--- src/rtl/hazard_unit.sv ---
// Pipeline hazard control: combinational stall/flush/forward from per-stage fields, plus a memory-wait FSM.
// Zero-latency controls; a pending M-stage access freezes F..M until memreadyM, with sticky timeout error.
module hazard_unit #(
    parameter int MAX_WAIT = 16,
    parameter int CNT_W    = 32
) (
    input  logic             clk,
    input  logic             reset,
    input  logic [4:0]       rsD,
    input  logic [4:0]       rtD,
    input  logic [4:0]       rsE,
    input  logic [4:0]       rtE,
    input  logic [4:0]       writeregE,
    input  logic [4:0]       writeregM,
    input  logic [4:0]       writeregW,
    input  logic             regwriteE,
    input  logic             regwriteM,
    input  logic             regwriteW,
    input  logic             memtoregE,
    input  logic             memtoregM,
    input  logic             branchD,
    input  logic             bneD,
    input  logic             jumpD,
    input  logic             pcsrcD,
    input  logic             memreqM,
    input  logic             memreadyM,
    output logic             stallF,
    output logic             stallD,
    output logic             stallE,
    output logic             stallM,
    output logic             flushD,
    output logic             flushE,
    output logic             flushW,
    output logic             forwardAD,
    output logic             forwardBD,
    output logic [1:0]       forwardAE,
    output logic [1:0]       forwardBE,
    output logic             memerr,
    output logic [CNT_W-1:0] stallcnt
);
    localparam int WC_W = $clog2(MAX_WAIT) + 1;

    typedef enum logic [1:0] {IDLE, MEMWAIT, ERROR} state_t;

    state_t            state_q, state_d;
    logic [WC_W-1:0]   waitcnt_q, waitcnt_d;
    logic              memerr_q, memerr_d;
    logic [CNT_W-1:0]  stallcnt_q, stallcnt_d;

    logic lwstall, branchstall, memstall;

    always_comb begin
        forwardAE = 2'b00;
        if (rsE != 5'd0 && regwriteM && rsE == writeregM)      forwardAE = 2'b10;
        else if (rsE != 5'd0 && regwriteW && rsE == writeregW) forwardAE = 2'b01;
        forwardBE = 2'b00;
        if (rtE != 5'd0 && regwriteM && rtE == writeregM)      forwardBE = 2'b10;
        else if (rtE != 5'd0 && regwriteW && rtE == writeregW) forwardBE = 2'b01;
    end

    assign forwardAD = (rsD != 5'd0) && regwriteM && (rsD == writeregM);
    assign forwardBD = (rtD != 5'd0) && regwriteM && (rtD == writeregM);

    assign lwstall     = memtoregE && (rtE == rsD || rtE == rtD);
    assign branchstall = (branchD || bneD) &&
                         ((regwriteE && (writeregE == rsD || writeregE == rtD)) ||
                          (memtoregM && (writeregM == rsD || writeregM == rtD)));
    assign memstall    = (state_q == IDLE && memreqM && !memreadyM) ||
                         state_q == MEMWAIT || state_q == ERROR;

    // A memory stall holds ID-EX, so it must override the bubble a data hazard would insert.
    assign stallF = lwstall || branchstall || memstall;
    assign stallD = stallF;
    assign stallE = memstall;
    assign stallM = memstall;
    assign flushW = memstall;
    assign flushE = (lwstall || branchstall) && !memstall;
    assign flushD = (pcsrcD || jumpD) && !stallD;

    assign memerr   = memerr_q;
    assign stallcnt = stallcnt_q;

    always_comb begin
        state_d    = state_q;
        waitcnt_d  = waitcnt_q;
        memerr_d   = memerr_q;
        stallcnt_d = stallcnt_q;
        case (state_q)
            IDLE: begin
                if (memreqM && !memreadyM) begin
                    state_d   = MEMWAIT;
                    waitcnt_d = WC_W'(1);
                end
            end
            MEMWAIT: begin
                if (memreadyM) begin
                    state_d   = IDLE;
                    waitcnt_d = '0;
                end else if (waitcnt_q == WC_W'(MAX_WAIT - 1)) begin
                    state_d  = ERROR;
                    memerr_d = 1'b1;
                end else begin
                    waitcnt_d = waitcnt_q + WC_W'(1);
                end
            end
            ERROR:   memerr_d = 1'b1;
            default: state_d  = IDLE;
        endcase
        if ((stallF || stallE) && stallcnt_q != {CNT_W{1'b1}})
            stallcnt_d = stallcnt_q + CNT_W'(1);
    end

    always_ff @(posedge clk or posedge reset) begin
        if (reset) begin
            state_q    <= IDLE;
            waitcnt_q  <= '0;
            memerr_q   <= 1'b0;
            stallcnt_q <= '0;
        end else begin
            state_q    <= state_d;
            waitcnt_q  <= waitcnt_d;
            memerr_q   <= memerr_d;
            stallcnt_q <= stallcnt_d;
        end
    end
endmodule

--- config.mk ---
export PLATFORM = sky130hd
export DESIGN_NAME = hazard_unit
export DESIGN_NICKNAME = d
export VERILOG_FILES = /design/src/rtl/hazard_unit.sv
export SDC_FILE = /design/constraint.sdc
export NUM_CORES = 1
export LEC_CHECK = 0
export CORE_MARGIN = 2
export CORE_UTILIZATION = 35
export CTS_BUF_LIST = sky130_fd_sc_hd__clkbuf_8
export CTS_CLUSTER_SIZE = 10
export DETAILED_ROUTE_END_ITERATION = 6
export GPL_TIMING_DRIVEN = 0
export PLACE_DENSITY_LB_ADDON = 0.1
export RECOVER_POWER = 25
export SYNTH_ARGS = -nofsm -noshare
export SYNTH_HDL_FRONTEND = slang
export SYNTH_SLANG_ARGS = --single-unit
--- constraint.sdc ---
create_clock -name clk -period 2.1 [get_ports clk]
set_clock_uncertainty 0.1 [all_clocks]
set_input_delay 0.315 -clock clk [delete_from_list [all_inputs] [get_ports clk]]
set_output_delay 0.315 -clock clk [all_outputs]
set_load 0.02 [all_outputs]
==> run metrics, run 1 <==
placed cell areas around 0.0037 mm²; IO buf count between 80 and 90; routed vias between 2,000 and 2,500; Die ar. a little over 0.008 mm²; YS warnings 0; number of diodes 0; crit path cell chain and4_4 > and4_4 > nand3b_1 > nor4_4 > a21oi_4 > buf_6 > mux2_4; WHS Path Cells 3; sequential-to-total area share from yosys stat between 30% and 40%; final instance area roughly 0.0040 mm²; Die Ht 90.7 µm; internal power 0.00154 W; switching power slightly above 0.0008 W; Core Util, Final around 56%; status completed; final WL ~7.4 mm; vias in the first global route around 2,400; worst vdd ir roughly 0.00079 V; Final nets between 400 and 500; Final Power ~0.0024 W; Final ANT Viol Nets 0; switch share 34.9%; CP max FO 6; Tot GR Track Use 17.7%; R2R Path Start stallcnt[22]$_DFFE_PP0P_; Clock Latency Late Sink ~0.29 ns; initial antenna violation count 0; WHS Endpoint state_q[0]$_DFFE_PP0P_; drt via density approximately 5.0; # rows 31; Arr. time, crit path 2.15 ns; CP max-delay cell dfrtp_1; I/O pin total 94; Pwr Density approximately 580 mW/mm²; setup slack, reg-to-reg ~0.033 ns; cell area after synthesis between 0.002 and 0.003 mm²; Placer Congestion slightly above 0.8; initial drt markers 42; most used cell, CP and4_4; Core Area approximately 0.0073 mm²; Synth Instances 277; Die X-Extent between 90 and 100 µm; period utilization between 90% and 100%; Synth Area in Compound Gates 3.76%; CTS Buf Count 5; Worst-path clk slew 0.08 ns; Simple-Gate Fraction of Synth Area about a quarter; hold_ws around 0.3 ns; min Tclk post-route roughly 2.1 ns; Final setup viols 0; Worst slew margin a little over two fifths; path depth of the worst reg2reg path 7; mux contribution to synthesized area roughly 1.2%; synthesized area per cell roughly 9.5 µm²; hold path start memreqM; final hold violation count 0; combinational power share about 37%; Post-Synth XOR/XNOR Area 27.3%; clock group share of total power between 20% and 30%; Crit path largest cell delay 0.38 ns; TritonCTS clock tree built; RSZ-0062 raised after global routing yes; Finished Layout Cells a little under 500; H-tree levels 2; placed insts roughly 460; root buf cell clkbuf_8; worst slew pin tran approximately 0.84 ns; worst hold path class in -> reg; Seq cells post-synth 40; worst r2r dst stallcnt[1]$_DFFE_PP0P_; crit path kind reg -> reg; Synth cell types 38; Req. time, crit path about 2.2 ns; share of layout cells above drive strength 1 28.8%; fmax 484 MHz; first-pass GRT wire length 12.1 mm; largest net degree at the start of global routing 41; First-pass DRT Iterations 4; CP Launch Type flop; post-synthesis adder-cell area fraction approximately 1.4%; post-DR wirelength/cell 15.0 µm; Synth Net Count approximately 330; Leak 1.70 nW; most common cell after layout, fill and taps aside xnor2_1; initial core utilization approximately 36%; CTS max path bufs 2; detailed placement HPWL 5.24 mm; DRC Markers 0; area grow syn2layout 53.6%; grt ovf 0; CTS Sinks 40; max-cap viol count 0; largest family of logic cells by synthesized area XOR/XNOR gates; Flop pwr share between 40% and 50%; commonest cells after routing, fill and taps aside xnor2_1 (55), clkdlybuf4s50_1 (48), dfrtp_1 (36), buf_4 (30), xor2_1 (24); # hold bufs at CTS 0; CP Capture Type flop; Final Max Slew Viols 0
==> cell usage after synthesis <==
| cell type | count | area (µm²) |
|---|---|---|
| xnor2_1 | 56 | 490 |
| dfrtp_1 | 40 | 1000 |
| xor2_1 | 26 | 228 |
| nand3_1 | 22 | 110 |
| nor2_1 | 21 | 78.8 |
| nand4_1 | 20 | 125 |
| nand2_1 | 13 | 48.8 |
| and3_1 | 11 | 68.8 |
| clkbuf_1 | 8 | 30.0 |
| nor4_1 | 6 | 37.5 |
| and4_1 | 5 | 43.8 |
| nor3_1 | 5 | 25.0 |
| inv_1 | 4 | 15.0 |
| o21ai_0 | 4 | 20.0 |
| or4_1 | 4 | 30.0 |
| a21oi_1 | 3 | 15.0 |
| buf_4 | 3 | 22.5 |
| ha_1 | 3 | 37.5 |
| and2_1 | 2 | 12.5 |
| buf_6 | 2 | 22.5 |
| nand2b_1 | 2 | 12.5 |
| a2111oi_0 | 1 | 8.76 |
| a21o_1 | 1 | 7.51 |
| a21oi_4 | 1 | 16.3 |
| a22o_1 | 1 | 8.76 |
| a31oi_1 | 1 | 6.26 |
| a41o_1 | 1 | 10.0 |
| mux2_1 | 1 | 11.3 |
| mux2_2 | 1 | 11.3 |
| mux2i_1 | 1 | 10.0 |
| nand3b_1 | 1 | 7.51 |
| nor2b_1 | 1 | 6.26 |
| nor3b_1 | 1 | 7.51 |
| nor3b_2 | 1 | 12.5 |
| nor4_2 | 1 | 12.5 |
| o22ai_1 | 1 | 6.26 |
| or2_2 | 1 | 6.26 |
| or3_1 | 1 | 6.26 |
==> timing repair <==
item | CTS | global route
setup buffers | 10 | 14
gates cloned | 0 | 2
setup endpoints to repair | 46 | 43
resized for setup | 140 | 59
pin swaps | 14 | 36
==> sequential cells by signal, indices dropped and copies added, names as in the netlist <==
register and cells:
memerr 1, state_q 2, stallcnt 32, waitcnt_q 5
==> power by group through the flow <==
stage / registers, W / logic [W] / clock network (W)
finish: 0.000982 / 0.000870 / 0.000506
global route: 0.00100 / 0.000946 / 0.000546
CTS: 0.000980 / 0.000827 / 0.000517
detailed placement: 0.000992 / 0.000790 / 0
global placement: 0.000991 / 0.000781 / 0
floorplan: 0.00107 / 0.000331 / 0
==> routing by layer <==
layer | GRT usage [%] | vias up | share of wire [%]
met3 | 4.09 | 7 | 5.4
met2 | 27.9 | 77 | 46
met5 | 0 | - | 0
li1 | - | 1195 | -
met1 | 24.6 | 1213 | 47
met4 | 3.97 | 0 | 1.1
==> final cells by class <==
type,instances,area (µm²)
plain buffers,11,75.1
flip-flops and latches,40,1010
repair buffers,113,985
clock inverters,3,16.3
fillers,680,3210
inverters,4,15.0
multi-input cells,220,1750
clock buffers,5,68.8
well taps,99,124
==> cell families (layout without fill, tap and decap cells) <==
logic type      count (synthesis)  count (layout)
xor+xnor                       82              82
mux                             3               3
fa+ha+maj                       3               3
buf+inv                        17             136
compound gates                 14              14
simple gates                  118             118
flops                          40              40
==> stage by stage <==
step,setup WS (ns),setup TNS [ns]
after floorplan,-0.0466,-0.0466
after global placement,-1.12,-33.80
after detailed placement,-1.14,-29.89
after CTS,0.00322,0
after global routing,-0.0747,-0.822
final,0.0326,0
==> critical path, delay by kind of cell (launching register included) <==
kind,cells,cell delay (ns)
AND/OR/NAND/NOR,4,0.95
multiplexers,1,0.29
flip-flops,1,0.38
AO/OA/AOI/OAI,1,0.09
buffers and inverters,1,0.14
==> worst max path at each step <==
stage	start	end	depth (start not counted)	slack (ns)
finish	stallcnt[22]$_DFFE_PP0P_	stallcnt[1]$_DFFE_PP0P_	7	0.03
global route	stallcnt[22]$_DFFE_PP0P_	stallcnt[1]$_DFFE_PP0P_	7	-0.07
CTS	memreqM	stallF	9	0.003
detailed placement	writeregM[1]	stallF	8	-1.14
global placement	writeregM[1]	stallF	8	-1.12
floorplan	rtE[1]	forwardBE[0]	5	-0.05
No activity file was read; power rests on OpenSTA's default activity.
==> inputs of run 2 (changes only) <==
--- a/config.mk
+++ b/config.mk
@@ -12,7 +12,6 @@
 export DETAILED_ROUTE_END_ITERATION = 6
 export GPL_TIMING_DRIVEN = 0
 export PLACE_DENSITY_LB_ADDON = 0.1
-export RECOVER_POWER = 25
 export SYNTH_ARGS = -nofsm -noshare
 export SYNTH_HDL_FRONTEND = slang
 export SYNTH_SLANG_ARGS = --single-unit
==> run 2 against run 1 <==
Against the previous run:
- count of clock-buffer cells in the layout did not move
- die area did not move
- global-route usage did not move
- utilization did not move
- combinational power barely moved
- worst hold slack did not move
- routed wire length did not move
- cell count did not move
- clock power barely moved
- sequential share of layout area did not move
- via count did not move
- worst setup slack did not move
==> run metrics, run 2 (same netlist as run 1, synthesis figures left out) <==
grt ovf 0; area grow syn2layout 53.6%; fmax roughly 480 MHz; worst slew pin tran between 0.8 and 0.9 ns; final WL roughly 7.4 mm; R2R Path Start stallcnt[22]$_DFFE_PP0P_; status completed; # rows 31; detailed placement HPWL about 5.2 mm; M1 wire length 3.50 mm; CTS Buf Count 5; post-DR wirelength/cell between 15 and 20 µm; path depth of the worst reg2reg path 7; hold_ws roughly 0.31 ns; top sig layer met4; most used cell, CP and4_4; switch share 34.9%; Sequential Area about 0.001 mm²; vias in the first global route between 2,000 and 2,500; final hold violation count 0; clock group share of total power about a fifth; Crit path largest cell delay ~0.38 ns; First-pass DRT Iterations 4; Die X-Extent just over 90 µm; TritonCTS clock tree built; crit path kind reg -> reg; Final setup viols 0; WP depth 7; CP max-delay cell dfrtp_1; switching power 0.000823 W; DRC Markers 0; number of diodes 0; H-tree levels 2; initial drt markers 42; internal power approximately 0.0015 W; share of layout cells above drive strength 1 ~29%; Setup TNS 0 ns; Critical Path Source stallcnt[22]$_DFFE_PP0P_; filler cell count between 600 and 700; Core Util, Final 55.7%; period utilization between 90% and 100%; Flop pwr share 41.7%; first-pass GRT wire length 12.1 mm; max reg flops 32; setup slack, reg-to-reg 0.03 ns; Pwr Density roughly 580 mW/mm²; largest net degree at the start of global routing 41; worst hold path class in -> reg; crit path cell chain and4_4 > and4_4 > nand3b_1 > nor4_4 > a21oi_4 > buf_6 > mux2_4; crit path to stallcnt[1]$_DFFE_PP0P_; CTS max path bufs 2; WP buf/inv 1; initial antenna violation count 0; placed cell areas 0.00366 mm²; Req. time, crit path between 2 and 2.5 ns; commonest cells after routing, fill and taps aside xnor2_1 (55), clkdlybuf4s50_1 (49), dfrtp_1 (36), buf_4 (30), xor2_1 (24); CP Launch Type flop; Final ANT Viol Nets 0; metal2 WL approximately 3.5 mm; Worst-path clk slew roughly 0.080 ns; CTS Sinks 40; most common cell after layout, fill and taps aside xnor2_1; final instance area about 0.0040 mm²; Core Area approximately 0.0073 mm²; min Tclk post-route ~2.1 ns; Leak roughly 1.7 nW; Tot GR Track Use around 18%; I/O pin total between 90 and 100; max-cap viol count 0; multi-input logic area around 0.0017 mm²; combinational power share between 30 and 40%; worst r2r dst stallcnt[1]$_DFFE_PP0P_; CP Capture Type flop; Arr. time, crit path 2.15 ns; drt via density between 5 and 6; Die ar. between 0.008 and 0.009 mm²; Clock Latency Late Sink just under 0.3 ns; Final nets roughly 450; Final Max Slew Viols 0; Final Power 0.00236 W; # hold bufs at CTS 0; IO buf count between 80 and 90; Die Ht 90.7 µm; RSZ-0062 raised after global routing yes; initial core utilization between 30% and 40%; Placer Congestion 0.831; Worst slew margin ~44%; cell family with most CP delay simple AND/OR/NAND/NOR gates; worst vdd ir about 0.00079 V; Met3 Routed Length just over 400 µm; root buf cell clkbuf_8; CP max FO 6; WHS Path Cells 3; routed vias ~2,500
-- run 2: cell count changes in the layout (fill, tap and decap cells not counted) --
cell / delta
dlygate4sd3_1: -1
clkdlybuf4s50_1: +1
-- run 2: metal layers --
layer	vias to the layer above	global-route usage, %
met4	0	3.97
met2	77	27.9
li1	1195	-
met5	-	0
met1	1213	24.6
met3	7	4.09
-- run 2: power by group through the flow --
stage	clock (W)	combinational (W)	sequential (W)
floorplan	0	0.000331	0.00107
global placement	0	0.000781	0.000991
detailed placement	0	0.000790	0.000992
CTS	0.000517	0.000827	0.000980
global route	0.000546	0.000946	0.00100
finish	0.000506	0.000870	0.000982
-- run 2: what timing repair did --
action,in CTS,in global routing
setup buffers,10,14
cloned,0,2
endpoints found under the setup margin,46,43
gates resized for setup,140,59
pin swaps,14,36
-- run 2: per-stage QoR --
step / worst slack, ns / instances
after CTS: 0.00322 / 480
final: 0.0326 / 495
after global routing: -0.0747 / 495
after floorplan: -0.0466 / 277
after global placement: -1.12 / 463
after detailed placement: -1.14 / 463
-- run 2: cell type report --
type	count	share of cell area, %
multi-input cells	220	43.3
flip-flops and latches	40	24.9
repair buffers	113	24.4
well taps	99	3.07
plain buffers	11	1.86
clock buffers	5	1.70
clock inverters	3	0.403
inverters	4	0.372
-- run 2: worst min path at each step --
stage                             end                from  slack [ns]
2_1_floorplan  state_q[0]$_DFFE_PP0P_           memreadyM        0.30
3_3_place_gp       memerr$_DFFE_PP0P_  memerr$_DFFE_PP0P_        0.36
3_5_place_dp       memerr$_DFFE_PP0P_  memerr$_DFFE_PP0P_        0.36
4_1_cts            memerr$_DFFE_PP0P_  memerr$_DFFE_PP0P_        0.39
5_1_grt        state_q[0]$_DFFE_PP0P_             memreqM        0.28
6_report       state_q[0]$_DFFE_PP0P_             memreqM        0.31
-- run 2: tightest hold or removal path, delay by kind of cell --
| family | cells | cell delay (ns) |
|---|---|---|
| AO/OA/AOI/OAI | 1 | 0.09 |
| AND/OR/NAND/NOR | 1 | 0.12 |
| buffers and inverters | 1 | 0.13 |
